### src/rtl/sobel_window_fetch.sv
`default_nettype none
// ============================================================================
// Module  : sobel_window_fetch
// Brief   : Fetches 3x3 word neighbourhoods and emits zero-padded 3x6-pixel
//           Sobel windows over a valid/ready handshake.
// Revision: 1.0 - initial release
// ============================================================================
module sobel_window_fetch #(
  parameter int IMG_W_WORDS = 88,
  parameter int IMG_H       = 288,
  parameter int SRC_BASE    = 0
) (
  input  logic         clk,
  input  logic         reset,
  input  logic         start,
  output logic [15:0]  addr,
  output logic         en,
  output logic         we,
  input  logic [31:0]  dataR,
  output logic         win_valid,
  input  logic         win_ready,
  output logic [143:0] win,
  output logic [8:0]   win_row,
  output logic [6:0]   win_col,
  output logic         win_first,
  output logic         win_last,
  output logic         finish
);

  typedef enum logic [2:0] {
    S_IDLE  = 3'd0,
    S_PRIME = 3'd1,
    S_FETCH = 3'd2,
    S_EMIT  = 3'd3,
    S_DONE  = 3'd4
  } state_t;

  localparam logic [15:0] c_W        = 16'(IMG_W_WORDS);
  localparam logic [15:0] c_BASE     = 16'(SRC_BASE);
  localparam logic [8:0]  c_LAST_ROW = 9'(IMG_H - 1);
  localparam logic [6:0]  c_LAST_COL = 7'(IMG_W_WORDS - 1);

  state_t                  r_state;
  logic [1:0]              r_cyc;
  logic [8:0]              r_row;
  logic [6:0]              r_col;
  logic [15:0]             r_row_base;
  logic                    r_en_d;
  logic                    r_valid;
  logic                    r_finish;
  // [row k][column m]: m = 0,1,2 holds word columns c-1, c, c+1
  logic [2:0][2:0][31:0]   r_win;

  logic                    w_load_phase;
  logic                    w_capture;
  logic [1:0]              w_cap_row;
  logic [31:0]             w_cap_word;
  logic [6:0]              w_fcol;
  logic                    w_row_ok;
  logic                    w_col_ok;
  logic [15:0]             w_addr;

  // Read issue: cycle 0/1/2 address rows r-1/r/r+1; PRIME targets column c, FETCH c+1.
  always_comb begin
    w_load_phase = (r_state == S_PRIME) || (r_state == S_FETCH);
    w_fcol       = (r_state == S_FETCH) ? r_col + 7'd1 : r_col;
    w_col_ok     = (w_fcol <= c_LAST_COL);
    w_row_ok     = 1'b0;
    w_addr       = r_row_base;
    unique case (r_cyc)
      2'd0: begin
        w_row_ok = (r_row != 9'd0);
        w_addr   = r_row_base - c_W + {9'd0, w_fcol};
      end
      2'd1: begin
        w_row_ok = 1'b1;
        w_addr   = r_row_base + {9'd0, w_fcol};
      end
      2'd2: begin
        w_row_ok = (r_row != c_LAST_ROW);
        w_addr   = r_row_base + c_W + {9'd0, w_fcol};
      end
      default: begin
        w_row_ok = 1'b0;
        w_addr   = r_row_base;
      end
    endcase
    en         = w_load_phase && (r_cyc != 2'd3) && w_row_ok && w_col_ok;
    addr       = en ? w_addr : 16'd0;
    we         = 1'b0;
    w_capture  = w_load_phase && (r_cyc != 2'd0);
    w_cap_row  = r_cyc - 2'd1;
    w_cap_word = r_en_d ? dataR : 32'd0;
  end

  always_ff @(posedge clk) begin
    if (!reset) begin
      r_state    <= S_IDLE;
      r_cyc      <= 2'd0;
      r_row      <= 9'd0;
      r_col      <= 7'd0;
      r_row_base <= c_BASE;
      r_en_d     <= 1'b0;
      r_valid    <= 1'b0;
      r_finish   <= 1'b0;
      r_win      <= '0;
    end else begin
      r_en_d <= en;
      if (w_capture) begin
        if (r_state == S_PRIME) r_win[w_cap_row][1] <= w_cap_word;
        else                    r_win[w_cap_row][2] <= w_cap_word;
      end
      unique case (r_state)
        S_IDLE, S_DONE: begin
          if (start) begin
            r_state    <= S_PRIME;
            r_cyc      <= 2'd0;
            r_row      <= 9'd0;
            r_col      <= 7'd0;
            r_row_base <= c_BASE;
            r_finish   <= 1'b0;
          end
        end
        S_PRIME: begin
          r_cyc <= r_cyc + 2'd1;
          if (r_cyc == 2'd0) begin
            for (int k = 0; k < 3; k++) r_win[k][0] <= 32'd0;
          end
          if (r_cyc == 2'd3) r_state <= S_FETCH;
        end
        S_FETCH: begin
          r_cyc <= r_cyc + 2'd1;
          if (r_cyc == 2'd3) begin
            r_state <= S_EMIT;
            r_valid <= 1'b1;
          end
        end
        S_EMIT: begin
          if (win_ready) begin
            r_valid <= 1'b0;
            for (int k = 0; k < 3; k++) begin
              r_win[k][0] <= r_win[k][1];
              r_win[k][1] <= r_win[k][2];
            end
            if (r_col == c_LAST_COL) begin
              r_col      <= 7'd0;
              r_row      <= r_row + 9'd1;
              r_row_base <= r_row_base + c_W;
              if (r_row == c_LAST_ROW) begin
                r_state  <= S_DONE;
                r_finish <= 1'b1;
              end else begin
                r_state  <= S_PRIME;
              end
            end else begin
              r_col   <= r_col + 7'd1;
              r_state <= S_FETCH;
            end
          end
        end
        default: r_state <= S_IDLE;
      endcase
    end
  end

  // Byte 6k+j: j=0 is the last pixel of column c-1, j=5 the first of column c+1.
  always_comb begin
    win = '0;
    if (r_valid) begin
      for (int k = 0; k < 3; k++) begin
        win[48*k      +: 8]  = r_win[k][0][31:24];
        win[48*k + 8  +: 32] = r_win[k][1];
        win[48*k + 40 +: 8]  = r_win[k][2][7:0];
      end
    end
  end

  assign win_valid = r_valid;
  assign win_row   = r_valid ? r_row : 9'd0;
  assign win_col   = r_valid ? r_col : 7'd0;
  assign win_first = r_valid && (r_row == 9'd0) && (r_col == 7'd0);
  assign win_last  = r_valid && (r_row == c_LAST_ROW) && (r_col == c_LAST_COL);
  assign finish    = r_finish;

endmodule
`default_nettype wire

### config.mk
export PLATFORM = sky130hd
export DESIGN_NAME = sobel_window_fetch
export DESIGN_NICKNAME = d
export VERILOG_FILES = /design/src/rtl/sobel_window_fetch.sv
export SDC_FILE = /design/constraint.sdc
export NUM_CORES = 1
export LEC_CHECK = 0
export ABC_AREA = 0
export ABC_CLOCK_PERIOD_IN_PS = 5900
export CORE_UTILIZATION = 36
export DETAILED_ROUTE_END_ITERATION = 12
export DONT_BUFFER_PORTS = 1
export PLACE_DENSITY = 0.56
export SETUP_SLACK_MARGIN = 0.4
export SLEW_MARGIN = 20
export SYNTH_ARGS = -nofsm -noshare
export SYNTH_HDL_FRONTEND = slang
export SYNTH_SLANG_ARGS = --single-unit
### constraint.sdc
create_clock -name clk -period 5.9 [get_ports clk]
set_input_delay 1.77 -clock clk [delete_from_list [all_inputs] [get_ports clk]]
set_output_delay 1.77 -clock clk [all_outputs]
set_load 0.05 [all_outputs]
==> metrics list, run 1 <==
- The tool flagged a number of max-cap violations equal to 0.
* Top area cells in the synthesized netlist: dfxtp_1 38%, and2_1 12%, nand2_1 7.6%, o211a_1 7.3%, o211ai_1 5.6%
- The cell count after synthesis came out at between 1500 and 2000.
* CTS HTree Levels: 1
* Type of the worst setup path: flip-flop to primary output
* Endpoint arrival time on the critical path: 3.97 ns
- For the pin with the worst max-slew slack, the measured transition is between 1 and 1.5 ns.
* Worst Setup Slack post-DPL: around 0.076 ns
* Number of buffers inserted for hold repair after clock tree synthesis: 0
- The detailed router finished its first iteration with 591 violations.
- Worst Clk Skew: 0.0287 ns
* Die ar.: 38200 µm²
- STA classifies the critical path startpoint as a flip-flop.
* Final max-slew violation count: 0
- Async S/R FF share, synth: 0
- Filler-free cell count of the finished design: 2101
* Overall die height: 195 µm
* Fin crit period: 5.74 ns
- Number of vias per cell: 5.42
- Number of global-route vias before repair: 10648
- Routed wire length: between 30 and 40 mm
* Synthesis Warnings: 0
- HPWL after DPL: 24.4 mm
- The internal power of the cells totals 3400 µW.
- First-pass GRT wire length: 60.9 mm
* Residual antenna-violating net count after detailed routing: 0
* Flip-flop and latch count after synthesis: roughly 250
* Initial core utilization: 0.367
- The synthesized design spends more area on one cell type than any other, namely dfxtp_1.
- Of the total power, combinational logic draws 0.203.
- EDFF count, synth: 0
* Root Buffer Master: clkbuf_16
- Worst hold path class: flip-flop to flip-flop
* First drt pass iteration count: 5
- Area overhead of the layout relative to synthesis: 14.5%
- During placement, the flow inserted port buffers numbering 0.
- Residual DRC: 0
* Final setup fails: 0
* Part of the Yosys area used for sequential elements: 0.376
- After floorplanning, the core was sized to cover 36700 µm².
- Overflow left after global routing: 0
- Switching portion of total power: 0.307
- The detailed router placed between 10000 and 15000 vias in this run.
- Chip width: 195 µm
* Count of final hold-check violations: 0
- Psw: 1510 µW
- Clock latency on the worst-skew pair, taken at its later pin, is 0.58 ns.
* Pin count of the biggest net entering global routing: 247
* Antenna fix cells: 0
* Final critical-path share of the clock period: 0.973
- Num rows: 70
- CP max FO: 3
- Worst slew margin relative to its limit: 0.304
- The initial antenna violation count is 1.
* Data required time at the worst endpoint: 4.13 ns
- The share of synthesized area in the top cell type comes to 0.376.
* Final standard cell utilization of the core: 0.420
- TritonCTS clock tree: yes
- Including well taps, the total number of placed cells is slightly above 2000.
* F_max: around 170 MHz
- Across all setup checks in the final design, the least slack found is roughly 0.16 ns.
- Synth cell types: 61
- Setup repair after global routing could not meet its margin everywhere.
- Avg Synthesized Cell Area: roughly 8.1 µm²
* Critical path capture point type: primary output
- The clock passes through at most 3 buffers.
* Number of top-level pins: 218
* Share of post-route cells with drive strength above 1: 0.102
* Routability congestion estimate from global placement: 0.823
- Clk slew on worst S/H paths: 0.06 ns
* Summed negative setup slack over all endpoints: 0 ns
- For this run, the leading register cell type out of synthesis is dfxtp_1.
- Peak ir drop on the vdd network: between 0.2 and 0.25 mV
- PD cells: 318 nW/µm²
- Clock share of power: 0.419
* Total clock buffers created by CTS: 30
- Post-layout net count: 1679
* CTS sink count: 253
- The flow ran to the end, and the final reports show no timing, DRC or antenna violations.
- Relative contribution of sequential cells to total power: 0.379
- After detailed routing, the average wire length per cell comes to 18.4 µm.
* Area of the mapped netlist: between 10000 and 15000 µm²
* Leakage power total: 0.00633 µW
- For this run, the total global-route usage over all layers was measured as 0.197.
## placed cells by master, fill, tap and decap left out, types with 4 or more instances in the layout
cell type	instances
xor2_1	15
nor2_1	46
a31oi_1	5
nand2b_1	4
ha_1	28
o32ai_2	5
a22oi_1	26
or3_1	8
dfxtp_2	5
clkinv_2	8
o211a_1	98
nand2_1	264
nor2b_1	35
buf_4	43
o211ai_1	100
inv_1	26
and2_1	265
clkbuf_16	30
bufinv_16	6
buf_6	5
nor3_1	18
a21o_1	5
ha_4	4
nor4_1	4
o21a_1	4
and3_1	9
o22ai_1	4
dfxtp_1	245
xnor2_1	23
nand4_1	9
a221oi_1	5
a21boi_0	10
nand3_1	20
nand2_2	6
o21ai_0	128
a21oi_1	32
clkbuf_8	7
## synthesized netlist by cell type, drive strengths merged (3+ instances only)
master	n
nor3b	4
nand3	21
and3	12
nor3	21
o211a	98
xnor2	23
a21oi	34
nand4	10
o22ai	4
o32ai	6
nor2	46
a22oi	26
nor4	6
nand2b	4
a21boi	13
or3	9
a21o	5
o21a	4
a221oi	6
a31oi	8
a211oi	3
or2	4
o211ai	100
clkbuf	127
xor2	17
inv	26
o21ai	130
ha	34
nor2b	35
and2	265
a2111oi	4
nand2	272
buf	9
dfxtp	253
## routing by layer
metal	GRT usage	routed length, µm
met1	0.257	17500
met2	0.333	18300
met3	0.0451	2240
met4	0.0397	665
met5	0	17
## power by group through the flow
stage	logic [µW]	clock network [µW]	registers, µW
global placement	925	0	1890
CTS	971	2110	1860
finish	995	2060	1860
floorplan	716	0	1860
detailed placement	941	0	1890
global route	1080	2180	1870
## cells by family after synthesis
| group | count (synthesis) | synth area share |
|---|---|---|
| and+or+nand+nor | 718 | 0.275 |
| AOI/OAI and AO/OA | 449 | 0.240 |
| DFF | 253 | 0.376 |
| buffers and inverters | 162 | 0.0473 |
| xor gates and xnor gates | 41 | 0.0278 |
| adders and majority gates | 34 | 0.0316 |
| muxes | 2 | 0.00158 |
| other | 1 | 0.000278 |
## worst paths after layout
path / depth (start not counted) / slack [ns] / to / from
worst max register to register: 7 / 2.69 / r_row[3] / r_state[0]
worst min-delay path: 2 / 0.49 / r_row[1] / r_row[1]
worst min register to register: 2 / 0.49 / r_row[1] / r_row[1]
worst max-delay path: 13 / 0.16 / addr[15] / r_state[0]
## sequential cells by signal, indices dropped and copies added (netlist names)
signal and count:
finish 1, r_state 3, r_col 7, r_win 216, r_row 9, r_cyc 2, r_en_d 1, r_row_base 13
win_valid 1
## stage by stage
step | hold slack, ns | power [µW] | cell area [µm²]
6_report | 0.495 | 4910 | 15400
5_1_grt | 0.511 | 5130 | 15400
4_1_cts | 0.498 | 4940 | 15300
3_5_place_dp | 0.483 | 2840 | 13900
3_3_place_gp | 0.476 | 2820 | 13900
2_1_floorplan | 0.471 | 2570 | 13500
## worst max-delay path, stage by stage, from the launching register on
cell and delay (ns):
dfxtp_2 0.34, or3b_4 0.43, nor3_2 0.20, or2_4 0.17, ha_1 0.22, ha_1 0.22, a21o_1 0.20, a2111oi_4 0.37
or3_1 0.16, o211ai_1 0.12, or4_1 0.49, and3_4 0.17, o32ai_4 0.14, buf_12 0.18
## cell type report
cell class                      count  area [µm²]
Fill cell                        3665       21300
Multi-Input combinational cell   1247        8080
Sequential cell                   253        5080
Clock buffer                       39         855
Tap cell                          468         586
Timing Repair Buffer               51         447
Clock inverter                     17         267
Inverter                           26        97.6
## timing repair
item | in CTS | in global routing
endpoints found under the setup margin | 10 | 9
resized for setup | 41 | 14
gates cloned | 1 | 0
setup buffers | 8 | 4
pin swaps | 19 | 15
Power figures use the tool's default switching activity.
==> run 2, diff against run 1 <==
--- a/config.mk
+++ b/config.mk
@@ -10,6 +10,7 @@
 export CORE_UTILIZATION = 36
 export DETAILED_ROUTE_END_ITERATION = 12
 export DONT_BUFFER_PORTS = 1
+export MAX_ROUTING_LAYER = met4
 export PLACE_DENSITY = 0.56
 export SETUP_SLACK_MARGIN = 0.4
 export SLEW_MARGIN = 20
==> run 2 against run 1 <==
Cell count is essentially flat. Clock-buffer cell count is the same. Sequential share of layout area is essentially flat. Highest routed layer is now met4. Non-clock buffer count is the same. Design area is essentially flat. Global-route usage grew 0.60 points. Worst setup slack gained 0.0060 ns.
==> metrics list, run 2 (synthesis gave the netlist of run 1 again) <==
* Maximum buffer depth of the clock tree: 3 (unchanged)
- Number of buffers inserted for hold repair after clock tree synthesis: 0 (unchanged)
* Type of the worst setup path: flip-flop to primary output
* Overflow left after global routing: 0 (unchanged)
- Leading cell type in the layout, fill and taps excluded: and2_1
- CTS sink count: 253 (unchanged)
- Data required time at the worst endpoint: 4.13 ns (about the same)
* Max-capacitance violation count: 0 (unchanged)
- The largest driver fanout on the critical path is 3 (unchanged).
- The max-slew violation total from the final report is 0 (unchanged).
- Num rows: 70 (unchanged)
* Share of post-route cells with drive strength above 1: 0.102 (unchanged)
- STA classifies the critical path endpoint as a primary output.
- The number of stages on the worst setup path was 13 (unchanged).
- The run finished with clean final reports.
* Worst setup path end: addr[15]
* Routability congestion estimate from global placement: 0.836 (+1.5%)
- Startpoint types: flip-flop
* PD cells: 318 nW/µm² (about the same)
- Number of top-level pins: 218 (unchanged)
* Measured slew at the worst slew-check pin: 1.05 ns (+0.00305 ns)
* Number of buffers added on ports: 0 (unchanged)
- The critical path data arrival time came to 3.97 ns (about the same).
* Max reg flops: 216 (unchanged)
- Routed wire length: 38.6 mm (-0.30%)
- The antenna violation net count after detailed routing is 0 (unchanged).
* Slowest cell on the critical path: or4_1
* Final instance area: 15400 µm² (about the same)
- The largest net degree at the start of global routing was 247 (unchanged).
* Source of the critical timing path: r_state[0]
* Vias after detailed routing: 11346 (-0.40%)
* Worst hold path class: flip-flop to flip-flop
* Worst path buffer plus inverter count: 1 (unchanged)
* Drt initial violations: 654 (+11%)
- The ratio of routed vias to standard cells came to 5.40 (-0.44%).
- The starting density of the core came to 0.367 (unchanged).
* HPWL after DPL: 24.4 mm (unchanged)
* Chip width: 195 µm (unchanged)
* Internal power contribution: 3400 µW (about the same)
* First drt pass iteration count: 5 (unchanged)
- The shortest clock period the worst path allows after layout came to 5.74 ns (-0.00602 ns).
- The post-detailed-route wirelength per cell was 18.4 µm (-0.34%).
- Cell chain of the critical path: or3b_4 > nor3_2 > or2_4 > ha_1 > ha_1 > a21o_1 > a2111oi_4 > or3_1 > o211ai_1 > or4_1 > and3_4 > o32ai_4 > buf_12
- Clk slew on worst S/H paths: 0.06 ns (about the same)
* Delay of the slowest cell on the worst path: 0.49 ns (about the same)
* Std-Cell Core Area: 36700 µm² (unchanged)
- The placed instance area was 13900 µm² (unchanged).
* Worst reg2reg path endpoint: r_row[3]
- The post-synthesis to final-layout area growth came to 14.5% (about the same).
- The setup clock skew after layout was 0.0297 ns (+0.000959 ns).
- Startpoint of the worst register-to-register path: r_state[0]
* CTS HTree Levels: 1 (unchanged)
* Total clock buffers created by CTS: 30 (unchanged)
* Combinational share of power: 0.202 (about the same)
* Count of final hold-check violations: 0 (unchanged)
* TritonCTS clock tree: yes
* Final setup fails: 0 (unchanged)
* Die ar.: 38200 µm² (unchanged)
- Reg2Reg Setup Slack: 2.72 ns (+0.03 ns)
- Worst reg2reg path depth: 7 (unchanged)
* Residual DRC: 0 (unchanged)
- Critical path's top delay family: simple AND/OR/NAND/NOR gates
- Unrepaired setup endpoints after global routing: yes
* Overall die height: 195 µm (unchanged)
- Final standard cell utilization of the core: 0.420 (about the same)
* Psw: 1510 µW (about the same)
* Leakage power total: 0.00633 µW (unchanged)
- Root Buffer Master: clkbuf_16
- Relative contribution of sequential cells to total power: 0.379 (about the same)
- The clock latency on the worst-skew pair is 0.59 ns (about the same).
- Peak ir drop on the vdd network: 0.231 mV (+0.17%)
- Clock share of power: 0.419 (about the same)
- Worst slew margin relative to its limit: 0.302 (-0.00203)
- The final worst-path cycle share is 0.972 (-0.00102).
- Top register by number of flip-flops: r_win
- Largest registers in the final layout: r_win (216), r_row_base (13), r_row (9)
- Cell repeated most along the worst path: ha_1
- The total track usage is 0.203 (+0.00600).
- First-pass GRT wire length: 60.9 mm (about the same)
- Summed negative setup slack over all endpoints: 0 ns (unchanged)
* Number of global-route vias before repair: 10664 (+0.15%)
* Post-layout net count: 1679 (unchanged)
- Switching portion of total power: 0.307 (about the same)
- F_max: 174 MHz (+0.10%)
- Most frequent cells in the layout: 265 x and2_1, 264 x nand2_1, 245 x dfxtp_1
* Antenna violations before repair: 1 (unchanged)
-- run 2: cell types whose count changed in the layout (fill, tap and decap cells not counted), sizes merged --
cell / before / now
diode: 0 / 1
-- run 2: worst min-delay path by stage --
stage / cells past startpoint / to / startpoint
5_1_grt: 1 / r_win[132] / r_win[164]
3_3_place_gp: 1 / r_win[145] / r_win[177]
2_1_floorplan: 2 / r_row[1] / r_row[1]
3_5_place_dp: 1 / r_win[244] / r_win[276]
6_report: 2 / r_row[1] / r_row[1]
4_1_cts: 2 / r_row[1] / r_row[1]
-- run 2: per-stage QoR --
stage / setup WS (ns) / instances / power [µW] / hold slack [ns]
2_1_floorplan: 0.428 / 1661 / 2570 / 0.471
3_3_place_gp: 0.229 / 2031 / 2820 / 0.476
3_5_place_dp: 0.0763 / 2031 / 2840 / 0.483
4_1_cts: 0.0927 / 2096 / 4940 / 0.498
5_1_grt: 0.00598 / 2102 / 5130 / 0.511
6_report: 0.164 / 2102 / 4910 / 0.497
-- run 2: metal layers --
layer  share of wire  track usage  wire length, µm  up-vias
li1                -            -                -     5665
met1            0.46        0.258            17600     5416
met2            0.47        0.333            18300      219
met3           0.053       0.0439             2030       46
met4           0.017       0.0397              653        0
met5               0            -                0        -
-- run 2: worst register-to-register path, cell delays in order (launching register included) --
cell and delay (ns):
dfxtp_2 0.36, buf_4 0.20, and3b_1 0.60, nand2_4 0.66, nand2_1 0.43, o21ai_2 0.28, or3_1 0.43, a21oi_1 0.14
-- run 2: area by class of cell --
cell class / count / area, µm²
antenna: 1 / 2.50
clock buffer: 39 / 855
clock inverter: 17 / 267
fill: 3662 / 21300
inverter: 26 / 97.6
multi-input combinational: 1247 / 8080
sequential: 253 / 5080
tap: 468 / 586
timing repair buffer: 51 / 447
-- run 2: power by group through the flow --
stage                     Clock (µW)  Combinational (µW)  Sequential, µW
after global routing            2180                1080            1870
after floorplan                    0                 716            1860
after global placement             0                 925            1890
after CTS                       2110                 971            1860
final                           2060                 992            1860
after detailed placement           0                 941            1890
-- run 2: what timing repair did --
| item | CTS | global route |
|---|---|---|
| hold endpoints to repair | 0 | 0 |
| gates resized for setup | 41 | 14 |
| pin swaps | 19 | 15 |
| cloned | 1 | 0 |
| setup buffers | 8 | 4 |
| endpoints found under the setup margin | 10 | 9 |
==> run 3, diff against run 2 <==
--- a/config.mk
+++ b/config.mk
@@ -6,11 +6,9 @@
 export NUM_CORES = 1
 export LEC_CHECK = 0
 export ABC_AREA = 0
-export ABC_CLOCK_PERIOD_IN_PS = 5900
 export CORE_UTILIZATION = 36
 export DETAILED_ROUTE_END_ITERATION = 12
 export DONT_BUFFER_PORTS = 1
-export MAX_ROUTING_LAYER = met4
 export PLACE_DENSITY = 0.56
 export SETUP_SLACK_MARGIN = 0.4
 export SLEW_MARGIN = 20
==> results of run 3 <==
Final layout, timing and power as in run 1 (identical DEF).
